`src/rtl/core_pkg.sv`:
```
// core_pkg: shared types and constants for the instruction prefetch queue.
package core_pkg;
  localparam logic [31:0] NOP_INST = 32'h0000_0013;
  typedef enum logic [1:0] {REQ, WAIT, DRAIN, HALT} ifq_state_t;
  typedef struct packed {
    logic        err;
    logic [31:0] pc;
    logic [31:0] inst;
  } ifq_entry_t;
endpackage

```
`src/rtl/ifq_fifo.sv`:
```
// ifq_fifo: DEPTH-entry circular buffer of fetched words; flush wins over push and pop.
module ifq_fifo
  import core_pkg::*;
#(
  parameter int DEPTH = 4
) (
  input  logic       clk_i,
  input  logic       rst_i,
  input  logic       push,
  input  logic       pop,
  input  logic       flush,
  input  ifq_entry_t din,
  output ifq_entry_t dout,
  output logic       full,
  output logic       empty
);
  localparam int AW = $clog2(DEPTH);
  ifq_entry_t mem [DEPTH];
  logic [AW-1:0] rd_ptr, wr_ptr;
  logic [AW:0] count;
  logic do_push, do_pop;
  assign full    = count == (AW+1)'(DEPTH);
  assign empty   = count == '0;
  assign do_push = push && !full && !flush;
  assign do_pop  = pop && !empty && !flush;
  assign dout    = mem[rd_ptr];
  always_ff @(posedge clk_i)
    if (do_push) mem[wr_ptr] <= din;
  always_ff @(posedge clk_i or posedge rst_i)
    if (rst_i) begin
      rd_ptr <= '0;
      wr_ptr <= '0;
      count  <= '0;
    end else if (flush) begin
      rd_ptr <= wr_ptr;
      count  <= '0;
    end else begin
      wr_ptr <= wr_ptr + AW'(do_push);
      rd_ptr <= rd_ptr + AW'(do_pop);
      count  <= count + (AW+1)'(do_push) - (AW+1)'(do_pop);
    end
endmodule

```
`src/rtl/ifetch_queue.sv`:
```
// ifetch_queue: Wishbone-classic instruction prefetcher feeding IF/ID through a DEPTH-entry queue.
// Define IFQ_BYPASS_EN to forward an ack straight to the outputs when the queue is empty.
module ifetch_queue
  import core_pkg::*;
#(
  parameter logic [31:0] RESET_ADDR = 32'h8000_0000,
  parameter int          DEPTH      = 4
) (
  input  logic        clk_i,
  input  logic        rst_i,
  input  logic        redirect_i,
  input  logic [31:0] redirect_addr_i,
  input  logic        stall_i,
  output logic        valid_o,
  output logic [31:0] instruction_o,
  output logic [31:0] pc_o,
  output logic        e_fetch_err_o,
  input  logic        wbm_ack_i,
  input  logic        wbm_err_i,
  input  logic [31:0] wbm_dat_i,
  output logic        wbm_cyc_o,
  output logic        wbm_stb_o,
  output logic [31:0] wbm_addr_o
);
  ifq_state_t state;
  ifq_entry_t head, din;
  logic [31:0] pc;
  logic done, push, full, empty, byp;
  assign done = wbm_ack_i || wbm_err_i;
`ifdef IFQ_BYPASS_EN
  assign byp = state == WAIT && empty && !redirect_i && wbm_ack_i && !wbm_err_i;
`else
  assign byp = 1'b0;
`endif
  // A bypassed word that IF/ID takes immediately never enters the queue
  assign push = state == WAIT && done && !redirect_i && !(byp && !stall_i);
  assign din  = '{err: wbm_err_i, pc: wbm_addr_o, inst: wbm_err_i ? NOP_INST : wbm_dat_i};
  assign wbm_stb_o     = wbm_cyc_o;
  assign valid_o       = !empty || byp;
  assign instruction_o = byp ? wbm_dat_i : empty ? NOP_INST : head.inst;
  assign pc_o          = byp ? wbm_addr_o : head.pc;
  assign e_fetch_err_o = !empty && head.err;
  ifq_fifo #(.DEPTH(DEPTH)) u_fifo (
    .clk_i (clk_i),
    .rst_i (rst_i),
    .push  (push),
    .pop   (!stall_i),
    .flush (redirect_i),
    .din   (din),
    .dout  (head),
    .full  (full),
    .empty (empty)
  );
  // Bus address is latched separately so a redirect during DRAIN cannot disturb the open cycle
  always_ff @(posedge clk_i or posedge rst_i)
    if (rst_i) begin
      state      <= REQ;
      pc         <= RESET_ADDR;
      wbm_cyc_o  <= 1'b0;
      wbm_addr_o <= RESET_ADDR;
    end else if (redirect_i) begin
      pc <= {redirect_addr_i[31:2], 2'b00};
      if ((state == WAIT || state == DRAIN) && !done) state <= DRAIN;
      else begin
        state     <= REQ;
        wbm_cyc_o <= 1'b0;
      end
    end else
      case (state)
        REQ: if (!full) begin
          wbm_cyc_o  <= 1'b1;
          wbm_addr_o <= pc;
          state      <= WAIT;
        end
        WAIT: if (wbm_err_i) begin
          wbm_cyc_o <= 1'b0;
          state     <= HALT;
        end else if (wbm_ack_i) begin
          wbm_cyc_o <= 1'b0;
          pc        <= pc + 32'd4;
          state     <= REQ;
        end
        DRAIN: if (done) begin
          wbm_cyc_o <= 1'b0;
          state     <= REQ;
        end
        HALT: ;
      endcase
endmodule

```
`config.mk`:
```
export PLATFORM = sky130hd
export DESIGN_NAME = ifetch_queue
export DESIGN_NICKNAME = d
export VERILOG_FILES = /design/src/rtl/core_pkg.sv /design/src/rtl/ifq_fifo.sv /design/src/rtl/ifetch_queue.sv
export SDC_FILE = /design/constraint.sdc
export NUM_CORES = 1
export LEC_CHECK = 0
export ABC_CLOCK_PERIOD_IN_PS = 10340
export BUFFER_PORTS_ARGS = -buffer_cell sky130_fd_sc_hd__buf_2
export CORE_MARGIN = 1
export CORE_UTILIZATION = 55
export DETAILED_ROUTE_END_ITERATION = 10
export PLACE_DENSITY = 0.78
export SETUP_SLACK_MARGIN = 0.15
export SYNTH_ARGS = -nofsm -noshare
export SYNTH_HDL_FRONTEND = slang
export SYNTH_HIERARCHICAL = 1
export SYNTH_SLANG_ARGS = --single-unit
```
`constraint.sdc`:
```
create_clock -name clk_i -period 10.34 [get_ports clk_i]
set_clock_uncertainty 0.2 [all_clocks]
set_input_delay 1.034 -clock clk_i [delete_from_list [all_inputs] [get_ports clk_i]]
set_output_delay 1.034 -clock clk_i [all_outputs]
set_load 0.01 [all_outputs]
```
After elaboration in Yosys (flattened, before gate mapping)
Memories as Yosys holds them, arrays and structs flattened.
Cells that the tools add are included.
{"block": "classes", "add_sub_neg": 5, "eq_ne": 8, "muxes": 24, "n_bitwise": 2, "n_reduce_logical": 24}
{"op": "$mux W32", "count": 6}
{"op": "$add A32 B3 Y32 const B", "count": 1}
{"op": "$mux W2", "count": 7}
{"op": "$logic_and A1 B1 Y1", "count": 8}
{"op": "$mux W1", "count": 8}
{"op": "$ne A3 B3 Y1 const B", "count": 2}
{"op": "$pmux W2 S3", "count": 1}
{"op": "$reduce_and A3 Y1", "count": 2}
{"op": "$logic_not A1 Y1", "count": 5}
{"op": "$reduce_and A5 Y1", "count": 1}
{"op": "$add A2 B1 Y2", "count": 2}
{"op": "$ne A2 B2 Y1 const B", "count": 2}
{"op": "$ne A4 B4 Y1 const B", "count": 1}
{"op": "$reduce_and A4 Y1", "count": 1}
{"op": "$reduce_bool A2 Y1", "count": 2}
{"op": "$reduce_bool A4 Y1", "count": 1}
{"op": "$add A3 B1 Y3", "count": 1}
{"op": "$eq A3 B3 Y1 const B", "count": 1}
{"op": "$logic_not A3 Y1", "count": 1}
{"op": "$mux W3", "count": 1}
{"op": "$pmux W1 S3", "count": 1}
{"op": "$sub A3 B1 Y3", "count": 1}
{"op": "$eq A2 B1 Y1 const B", "count": 1}
{"op": "$eq A2 B2 Y1 const B", "count": 1}
{"op": "3 further kinds", "count": 5}
{"block": "word_totals", "regBits": 74, "ram_bits": 260, "input_bits": 70, "out_inout_bits": 100, "wordCells": 71, "mem_count": 1}
{"memory": "u_fifo.mem", "depth": 4, "width": 65, "rd": 1, "rd_ports_with_merged_regs": 0, "wr": 1, "line": "ifq_fifo.sv:18", "rtl": "ifq_entry_t mem [DEPTH];"}

Depth between registers and ports, before layout
Gate-level depths: netlist of the first run.
{"block": "logic_depth", "ltp_word": 8, "mapped_depth": 11, "depth_no_buf": 11}

Cells and area by module
The synthesis of the first run kept the hierarchy.
{"mod": "ifq_fifo", "n_inst": 1, "cells_each": 384, "area_per_inst_um2": 9819.4, "seq_area_each_um2": 7982.7}
{"mod": "ifetch_queue", "n_inst": 1, "cells_each": 408, "area_per_inst_um2": 3849.9, "seq_area_each_um2": 1579.0}

Worst setup path after synthesis of the first run
Ideal clock, no wire load.
{"block": "synth_path", "kind": "input to register", "start": "input redirect_i", "end": "memory u_fifo/mem[2][0] (netlist name) (enable)", "setup_time_ns": 0.582, "arrival_time_ns": 6.800, "required_time_ns": 9.558, "setup_slack_ns": 2.759, "path_stages": 5, "n_path_buf": 2, "path_cell_list": "clkbuf_1 > clkbuf_1 > nor3b_1 > nand3b_2 > nor3b_1"}
{"block": "synth_via", "elab_chain_len": 6}
{"element": "start, declared", "line": "ifetch_queue.sv:11", "rtl": "input logic redirect_i,"}
{"element": "$logic_not A1 Y1", "line": "ifetch_queue.sv:36", "rtl": "assign push = state == WAIT && done && !redirect_i && !(byp && !stall_i);"}
{"element": "$logic_and A1 B1 Y1", "line": "ifetch_queue.sv:36"}
{"element": "via push", "line": "ifetch_queue.sv:28", "rtl": "logic done, push, full, empty, byp;"}
{"element": "$logic_and A1 B1 Y1 (2 in a row)", "line": "ifq_fifo.sv:24", "rtl": "assign do_push = push && !full && !flush;"}
{"element": "$mux W1", "line": "ifq_fifo.sv:28", "rtl": "if (do_push) mem[wr_ptr] <= din;"}
{"element": "$mux W1 (implied by the code)", "line": "ifq_fifo.sv:28"}
{"element": "end, declared", "line": "ifq_fifo.sv:18"}
The timed path passes the listed nets, and every way through them passes these cells.

==> results.sh, run 1 <==
export IMPL_ys_types=58
export IMPL_ys_top_cells_by_area="edfxtp_1, dfrtp_1, mux4_2, nor2b_1, mux2_2"
export IMPL_end_kind="output port"
export IMPL_vias_per_cell=5.67
export IMPL_placed_area_um2=14600
export IMPL_fin_tns_setup_ns=0
export IMPL_drc=0
export IMPL_dp_slack_ns=6.04
export IMPL_p_per_area_nw_per_um2=252
export IMPL_fin_nets=1018
export IMPL_initial_core_util_pct=56.2
export IMPL_maxCapViolCount=0
export IMPL_clk_path_buf_depth=3
export IMPL_die_area_um2=25500
export IMPL_cts_buffers=34
export IMPL_period_share_pct=40.7
export IMPL_tightest_slew_ns=1.06
export IMPL_finalHoldViolations=0
export IMPL_antenna_found_initial=1
export IMPL_die_height_um=160
export IMPL_max_vdd_ir_drop_uv=127
export IMPL_post_cts_buffers=0
export IMPL_syn_area_per_cell_um2=17.3
export IMPL_die_w_um=160
export IMPL_final_area_um2=15700
export IMPL_synth_warnings=6
export IMPL_ys_async_sr_fraction_pct=21.2
export IMPL_cts_root_buffer="clkbuf_16"
export IMPL_drv_slew=0
export IMPL_worstPathRequired_ns=9.11
export IMPL_setup_slack_ns=6.13
export IMPL_hold_slack_ns=0.302
export IMPL_core_um2=24300
export IMPL_fmax_mhz=238
export IMPL_io_pins=170
export IMPL_rsz0062_at_grt="false"
export IMPL_yosysSeqAreaShare_pct=69.9
export IMPL_num_rows=57
export IMPL_period_minus_slack_ns=4.21
export IMPL_synth_edf_count=260
export IMPL_path_class="reg -> out"
export IMPL_overflow=0
export IMPL_run_status="finished clean"
export IMPL_dr_pass1_iters=5
export IMPL_track_usage_pct=21.2
export IMPL_port_buffer_count=165
export IMPL_routedWlPerCell_um=20.1
export IMPL_grt_max_degree=67
export IMPL_cp_start_kind="register"
export IMPL_worstPathArrival_ns=2.97
export IMPL_nFillCells=1697
export IMPL_syn_inst=792
export IMPL_num_vias=7307
export IMPL_postCtsHoldBufs=0
export IMPL_syn_area_um2=13700
export IMPL_finish_utilization_pct=64.8
export IMPL_crit_fanout=37
export IMPL_cts_tree="built"
export IMPL_clk_latency_ns=0.49
export IMPL_dr_first_iter_drc_count=396
export IMPL_cts_sinks=330
export IMPL_routed_wl_um=26000
export IMPL_yosys_cell_count_top_type="edfxtp_1"
export IMPL_ys_ff_latch=330
export IMPL_clk_pin_slew_ns=0.06
export IMPL_ant_nets=0
export IMPL_setup_viol=0
export IMPL_p_leak_uw=0.00564
export IMPL_grt_pass1_wl_um=41500
export IMPL_h_tree_depth=2
export IMPL_gp_congestion=0.795
export IMPL_netlist_area_leader_share_pct=57.1
export IMPL_yosys_top_cells_count="edfxtp_1, dfrtp_1, mux4_2"
export IMPL_drive_above_1_share_pct=35.4
export IMPL_slew_headroom_pct=29.6
export IMPL_hold_path_class="in -> async"
export IMPL_ys_flop_type="edfxtp_1"
export IMPL_cts_resized=0
export IMPL_area_delta_synth_final_pct=15.2
export IMPL_grt_pass1_vias=7503
export IMPL_dpl_hpwl_um=15400
export IMPL_yosys_area_top_type="edfxtp_1"
-- worst max-delay path, cell delays in order, from the launching register on --
cell and delay, ns:
dfrtp_4 0.84, buf_4 0.73, mux4_2 0.58, nor2b_1 0.14, buf_2 0.15
-- cells by family (layout without fill, tap and decap cells) --
group                    Yosys count  count (layout)  synth area share [%]
AO/OA/AOI/OAI                     60              60                  2.92
XOR/XNOR                          15              15                 0.961
adder cells (fa/ha/maj)            7               7                 0.696
buffers and inverters             86             249                  3.84
flip-flops                       330             330                  69.9
multiplexers                      96              96                  13.3
other                              1              11                0.0274
AND/OR/NAND/NOR                  197             197                  8.36
-- metrics by stage --
stage | instances | total power [µW]
final | 1289 | 3960
after global routing | 1289 | 4140
after CTS | 1288 | 4010
after detailed placement | 1229 | 2740
after global placement | 1229 | 2710
after floorplan | 801 | 2480
-- path summary, 6_finish.rpt --
check	start	end	slack, ns	cells after the start
setup / recovery	u_fifo/rd_ptr[0]$_DFF_PP0_	instruction_o[31]	6.13	4
hold / removal	rst_i	u_fifo/count[2]$_DFF_PP0_	0.30	2
setup reg to reg	state[1]$_DFFE_PP0P_	u_fifo/mem[3][12]$_DFFE_PP_	7.10	6
hold reg to reg	pc[31]$_DFFE_PP1P_	pc[31]$_DFFE_PP1P_	0.33	2
max in group asynchronous	rst_i	wbm_addr_o[16]$_DFFE_PP0P_	8.81	3
min in group clk_i	pc[31]$_DFFE_PP1P_	pc[31]$_DFFE_PP1P_	0.33	2
-- metal layers --
| layer | track usage, % | wire length [µm] | part of all wire (%) | vias to the layer above |
|---|---|---|---|---|
| met1 | 29.0 | 11000 | 42 | 3700 |
| met5 | 0 | 0 | 0 | - |
| li1 | - | - | - | 3344 |
| met3 | 3.69 | 1370 | 5.3 | 33 |
| met4 | 5.46 | 493 | 1.9 | 0 |
| met2 | 35.7 | 13100 | 50 | 230 |
-- where the power goes --
part | internal (µW) | leakage (µW) | switching, µW
clock network | 795 | 0.000572 | 472
registers | 1630 | 0.00319 | 219
logic | 452 | 0.00188 | 398
total | 2870 | 0.00564 | 1090
-- state kept, by name, indices dropped and copies added (netlist names) --
signal	cells
u_fifo/mem	260
wbm_addr_o	30
u_fifo/count	3
u_fifo/rd_ptr	2
u_fifo/wr_ptr	2
wbm_cyc_o	1
pc	30
state	2
-- cells in the final DEF, fill, tap and decap left out, drive strengths merged, types with 3 or more instances in the layout --
cell type	n
nor4	5
o21ai	17
or4	13
nand4b	3
o211ai	3
or3	5
inv	17
conb	10
mux4	65
nor2b	61
bufinv	7
or2	6
o31ai	12
and4	4
xnor2	12
clkinv	8
nand2	32
xor2	3
and3	3
a31oi	14
nor3b	4
dfrtp	68
nor2	23
mux2	30
ha	6
clkbuf	42
nand3	13
edfxtp	260
nand4	8
nor3	10
buf	175
a21oi	3
-- final cells by class --
type / instances / area, µm² / share of cell area, %
multi-input combinational: 385 / 3650 / 23.2
sequential: 330 / 9570 / 60.8
tap: 324 / 405 / 2.57
clock inverter: 17 / 264 / 1.68
antenna: 1 / 2.50 / 0.0159
clock buffer: 42 / 902 / 5.73
inverter: 15 / 56.3 / 0.358
timing repair buffer: 175 / 901 / 5.72
Note: power is estimated with default switching activity, not from simulation.
==> run 2: changes to the inputs <==
- ABC_CLOCK_PERIOD_IN_PS: 10340 -> 3400
- CORE_UTILIZATION: 55 -> 52
- clock period: 10.34 -> 3.4 ns (I/O delays scaled with it)
==> results.sh, run 2 (synthesized netlist as in run 1, its figures left out) <==
export IMPL_final_common_cell="edfxtp_1"
export IMPL_p_per_area_nw_per_um2=739
export IMPL_num_vias=7504
export IMPL_hold_slack_ns=0.0550
export IMPL_clk_pin_slew_ns=0.06
export IMPL_die_area_um2=26900
export IMPL_period_minus_slack_ns=2.93
export IMPL_cp_start_kind="register"
export IMPL_cts_buffers=35
export IMPL_vias_per_cell=5.60
export IMPL_cts_root_buffer="clkbuf_16"
export IMPL_dr_pass1_iters=5
export IMPL_fin_tns_setup_ns=0
export IMPL_ant_nets=0
export IMPL_h_tree_depth=2
export IMPL_crit_fanout=16
export IMPL_top_regs="u_fifo/mem x260, pc x30, wbm_addr_o x30"
export IMPL_gp_congestion=0.815
export IMPL_dpl_hpwl_um=16200
export IMPL_worstPathRequired_ns=2.86
export IMPL_fmax_mhz=341
export IMPL_port_buffer_count=165
export IMPL_routedWlPerCell_um=19.9
export IMPL_largest_reg_flops=260
export IMPL_final_cell_count_no_fill=1341
export IMPL_setup_slack_ns=0.469
export IMPL_routed_wl_um=26600
export IMPL_r2r_slack_ns=0.92
export IMPL_die_height_um=164
export IMPL_overflow=0
export IMPL_drc=0
export IMPL_cts_sinks=330
export IMPL_period_share_pct=86.2
export IMPL_crit_end="instruction_o[4]"
export IMPL_reg2reg_to="pc[26]$_DFFE_PP0P_"
export IMPL_drv_slew=0
export IMPL_die_w_um=164
export IMPL_run_status="finished clean"
export IMPL_dr_first_iter_drc_count=468
export IMPL_track_usage_pct=20.5
export IMPL_clk_path_buf_depth=3
export IMPL_setup_viol=0
export IMPL_maxUsedRoutingLayer="met5"
export IMPL_place_inst=1245
export IMPL_fin_nets=1063
export IMPL_met3WireLength_um=1460
export IMPL_wl_met1_um=11300
export IMPL_clk_latency_ns=0.51
export IMPL_cts_resized=0
export IMPL_hold_path_class="in -> reg"
export IMPL_finish_utilization_pct=63.7
export IMPL_diodes=0
export IMPL_io_pins=170
export IMPL_tightest_slew_ns=0.742
export IMPL_initial_core_util_pct=53.7
export IMPL_slew_headroom_pct=50.5
export IMPL_grt_pass1_vias=7594
export IMPL_startpoint="u_fifo/rd_ptr[0]$_DFF_PP0_"
export IMPL_grt_pass1_wl_um=41400
export IMPL_p_leak_uw=0.00584
export IMPL_grt_max_degree=66
export IMPL_antenna_found_initial=1
export IMPL_worstPathArrival_ns=2.39
export IMPL_r2r_cells=4
export IMPL_maxCapViolCount=0
export IMPL_finalHoldViolations=0
export IMPL_core_um2=25500
export IMPL_rsz0062_at_grt="false"
export IMPL_drive_above_1_share_pct=35.3
export IMPL_path_class="reg -> out"
export IMPL_area_delta_synth_final_pct=18.7
export IMPL_end_kind="output port"
export IMPL_top_register="u_fifo/mem"
export IMPL_met2_length_um=13400
export IMPL_cts_tree="built"
export IMPL_max_vdd_ir_drop_uv=431
export IMPL_rr_startpoint="pc[10]$_DFFE_PP0P_"
export IMPL_dp_slack_ns=0.913
export IMPL_num_rows=58
export IMPL_final_cell_mix="edfxtp_1, buf_2, dfrtp_1"
==> run 2: metal layers <==
metal	up-vias	global-route usage, %
li1	3429	-
met2	243	34.5
met3	35	3.66
met1	3795	27.4
met4	2	5.77
met5	-	0
==> run 2: power by group <==
group | switching (µW) | internal [µW]
clock network | 1470 | 2180
logic | 1380 | 1470
registers | 545 | 4950
total | 3400 | 8600
==> run 2: worst min path at each step <==
stage / endpoint / from / cells after the start / slack (ns)
global route: u_fifo/mem[3][29]$_DFFE_PP_ / wbm_dat_i[29] / 2 / 0.05
CTS: u_fifo/mem[2][26]$_DFFE_PP_ / wbm_dat_i[26] / 2 / 0.03
finish: u_fifo/mem[0][26]$_DFFE_PP_ / wbm_dat_i[26] / 2 / 0.05
floorplan: u_fifo/count[0]$_DFF_PP0_ / rst_i / 1 / -0.06
detailed placement: u_fifo/rd_ptr[1]$_DFF_PP0_ / rst_i / 2 / 0.11
global placement: u_fifo/wr_ptr[1]$_DFFE_PP0N_ / rst_i / 2 / 0.11
==> run 2: critical path: stages, from the launching register on <==
cell and delay [ns]:
dfrtp_4 0.65, buf_4 0.30, mux4_2 0.51, or2_2 0.28, buf_2 0.14
==> run 2: stage by stage <==
stage	area (µm²)	power, µW
floorplan	13800	7570
finish	16200	12000
global placement	14800	8370
global route	16200	12600
detailed placement	14800	8450
CTS	16200	12100
==> run 2: cell type report <==
| cell class | count | area [µm²] |
|---|---|---|
| Tap cell | 330 | 413 |
| Multi-Input combinational cell | 385 | 3700 |
| Fill cell | 1781 | 9240 |
| Clock inverter | 18 | 155 |
| Timing Repair Buffer | 219 | 1370 |
| Clock buffer | 44 | 971 |
| Sequential cell | 330 | 9570 |
| Inverter | 15 | 56.3 |
==> run 2: what timing repair did <==
action,in CTS,in global routing
hold endpoints to repair,84,0
buffers inserted,0,0
hold buffers,34,0
==> run 3: changes to the inputs <==
- ABC_CLOCK_PERIOD_IN_PS: 3400 -> 3700
- CORE_UTILIZATION: 52 -> 55
- RECOVER_POWER: unset -> 25
- SETUP_SLACK_MARGIN: 0.15 -> unset
- clock period: 3.4 -> 3.7 ns (I/O delays scaled with it)
==> results.sh, run 3 (synthesized netlist as in run 1, its figures left out) <==
export IMPL_drv_slew=37
export IMPL_rsz0062_at_grt="false"
export IMPL_nFillCells=1650
export IMPL_finish_utilization_pct=66.5
export IMPL_port_buffer_count=165
export IMPL_drive_above_1_share_pct=34.8
export IMPL_period_share_pct=81.7
export IMPL_grt_pass1_wl_um=41800
export IMPL_max_vdd_ir_drop_uv=294
export IMPL_die_area_um2=25500
export IMPL_num_vias=7473
export IMPL_diodes=0
export IMPL_overflow=0
export IMPL_area_delta_synth_final_pct=18.4
export IMPL_grt_use_met1_pct=29.9
export IMPL_core_um2=24300
export IMPL_largest_reg_flops=260
export IMPL_grt_max_degree=51
export IMPL_io_pins=170
export IMPL_fin_tns_setup_ns=0
export IMPL_gp_congestion=0.807
export IMPL_cts_buffers=34
export IMPL_num_rows=57
export IMPL_ant_nets=0
export IMPL_placed_area_um2=14700
export IMPL_fin_nets=1061
export IMPL_final_common_cell="edfxtp_1"
export IMPL_crit_fanout=15
export IMPL_initial_core_util_pct=56.2
export IMPL_crit_chain="buf_4 -> mux4_2 -> or2_2 -> buf_2"
export IMPL_die_w_um=160
export IMPL_die_height_um=160
export IMPL_multi_input_area_um2=3670
export IMPL_dr_first_iter_drc_count=567
export IMPL_dp_slack_ns=0.829
export IMPL_tightest_slew_ns=1.84
export IMPL_worst_path_buf_inv=2
export IMPL_end_kind="output port"
export IMPL_setup_slack_ns=0.679
export IMPL_p_leak_uw=0.00581
export IMPL_final_cell_mix="edfxtp_1, buf_2, dfrtp_1"
export IMPL_period_minus_slack_ns=3.02
export IMPL_setup_viol=0
export IMPL_dr_pass1_iters=7
export IMPL_fmax_mhz=331
export IMPL_gr_usage_met3_pct=3.58
export IMPL_p_per_area_nw_per_um2=679
export IMPL_final_area_um2=16200
export IMPL_top_register="u_fifo/mem"
export IMPL_dpl_hpwl_um=16000
export IMPL_track_usage_pct=21.3
export IMPL_clk_latency_ns=0.50
export IMPL_grt_use_met2_pct=35.1
export IMPL_worstPathRequired_ns=3.13
export IMPL_path_class="reg -> out"
export IMPL_seq_area_um2=9570
export IMPL_cts_tree="built"
export IMPL_drc=0
export IMPL_cts_sinks=330
export IMPL_antenna_found_initial=0
export IMPL_routedWlPerCell_um=19.9
export IMPL_cp_start_kind="register"
export IMPL_cts_root_buffer="clkbuf_16"
export IMPL_clk_path_buf_depth=3
export IMPL_vias_per_cell=5.61
export IMPL_top_regs="u_fifo/mem x260, pc x30, wbm_addr_o x30"
export IMPL_h_tree_depth=2
export IMPL_busiest_layer="met2"
export IMPL_cpMaxStageDelayCell="dfrtp_4"
export IMPL_finalHoldViolations=0
export IMPL_slowest_delay_ns=0.63
export IMPL_crit_family="flip-flops"
export IMPL_slew_headroom_pct=-22.3
export IMPL_violations="max-capacitance violations, max-slew violations"
export IMPL_grt_pass1_vias=7558
export IMPL_run_status="finished with violations"
export IMPL_maxCapViolCount=1
export IMPL_clk_pin_slew_ns=0.06
export IMPL_hold_path_class="in -> reg"
export IMPL_routed_wl_um=26500
export IMPL_worstPathArrival_ns=2.45
[run 3: cell count changes in the layout (fill, tap and decap cells not counted), sizes merged]
cell	delta
clkinvlp	+3
bufinv	+1
inv	+1
buf	-3
dlygate4sd3	-1
clkinv	-6
clkbuf	+3
[run 3: worst paths after layout]
| path | start | cells after the start | slack, ns | endpoint |
|---|---|---|---|---|
| worst max register to register | state[1]$_DFFE_PP0P_ | 7 | 0.84 | u_fifo/mem[3][61]$_DFFE_PP_ |
| worst min register to register | wbm_addr_o[2]$_DFFE_PP0P_ | 0 | 0.34 | u_fifo/mem[1][34]$_DFFE_PP_ |
| min in group asynchronous | rst_i | 3 | 0.22 | u_fifo/wr_ptr[1]$_DFFE_PP0N_ |
| max in group asynchronous | rst_i | 4 | 1.97 | pc[14]$_DFFE_PP0P_ |
| worst max-delay path | u_fifo/rd_ptr[0]$_DFF_PP0_ | 4 | 0.68 | instruction_o[0] |
| worst min-delay path | wbm_dat_i[4] | 2 | 0.03 | u_fifo/mem[1][4]$_DFFE_PP_ |
[run 3: per-stage QoR]
step / cells / hold slack (ns) / power (µW)
floorplan: 801 / -0.0266 / 6940
global placement: 1239 / 0.128 / 7650
detailed placement: 1239 / 0.132 / 7710
global route: 1333 / 0.00991 / 11500
CTS: 1333 / 0.000115 / 11100
finish: 1333 / 0.0266 / 11000
[run 3: report_power, final]
| part | internal (µW) | switching (µW) | total, µW |
|---|---|---|---|
| clock | 2020 | 1340 | 3360 |
| combinational | 1330 | 1210 | 2540 |
| sequential | 4540 | 544 | 5090 |
| total | 7890 | 3090 | 11000 |
[run 3: timing repair]
action	in CTS	in global routing
hold buffers	33	0
buffers inserted	0	0
hold endpoints to repair	83	0
gates resized for setup	0	0
[run 3: final cells by class]
class / count / share of cell area, %
clock buffers: 44 / 5.81
clock inverters: 17 / 1.11
inverters: 15 / 0.348
multi-input cells: 385 / 22.7
flip-flops and latches: 330 / 59.1
well taps: 324 / 2.51
repair buffers: 218 / 8.42
[run 3: layer usage]
layer,up-vias,part of all wire [%]
met5,-,0
met4,0,1.7
met3,41,5.4
met2,267,50
met1,3730,43
li1,3435,-
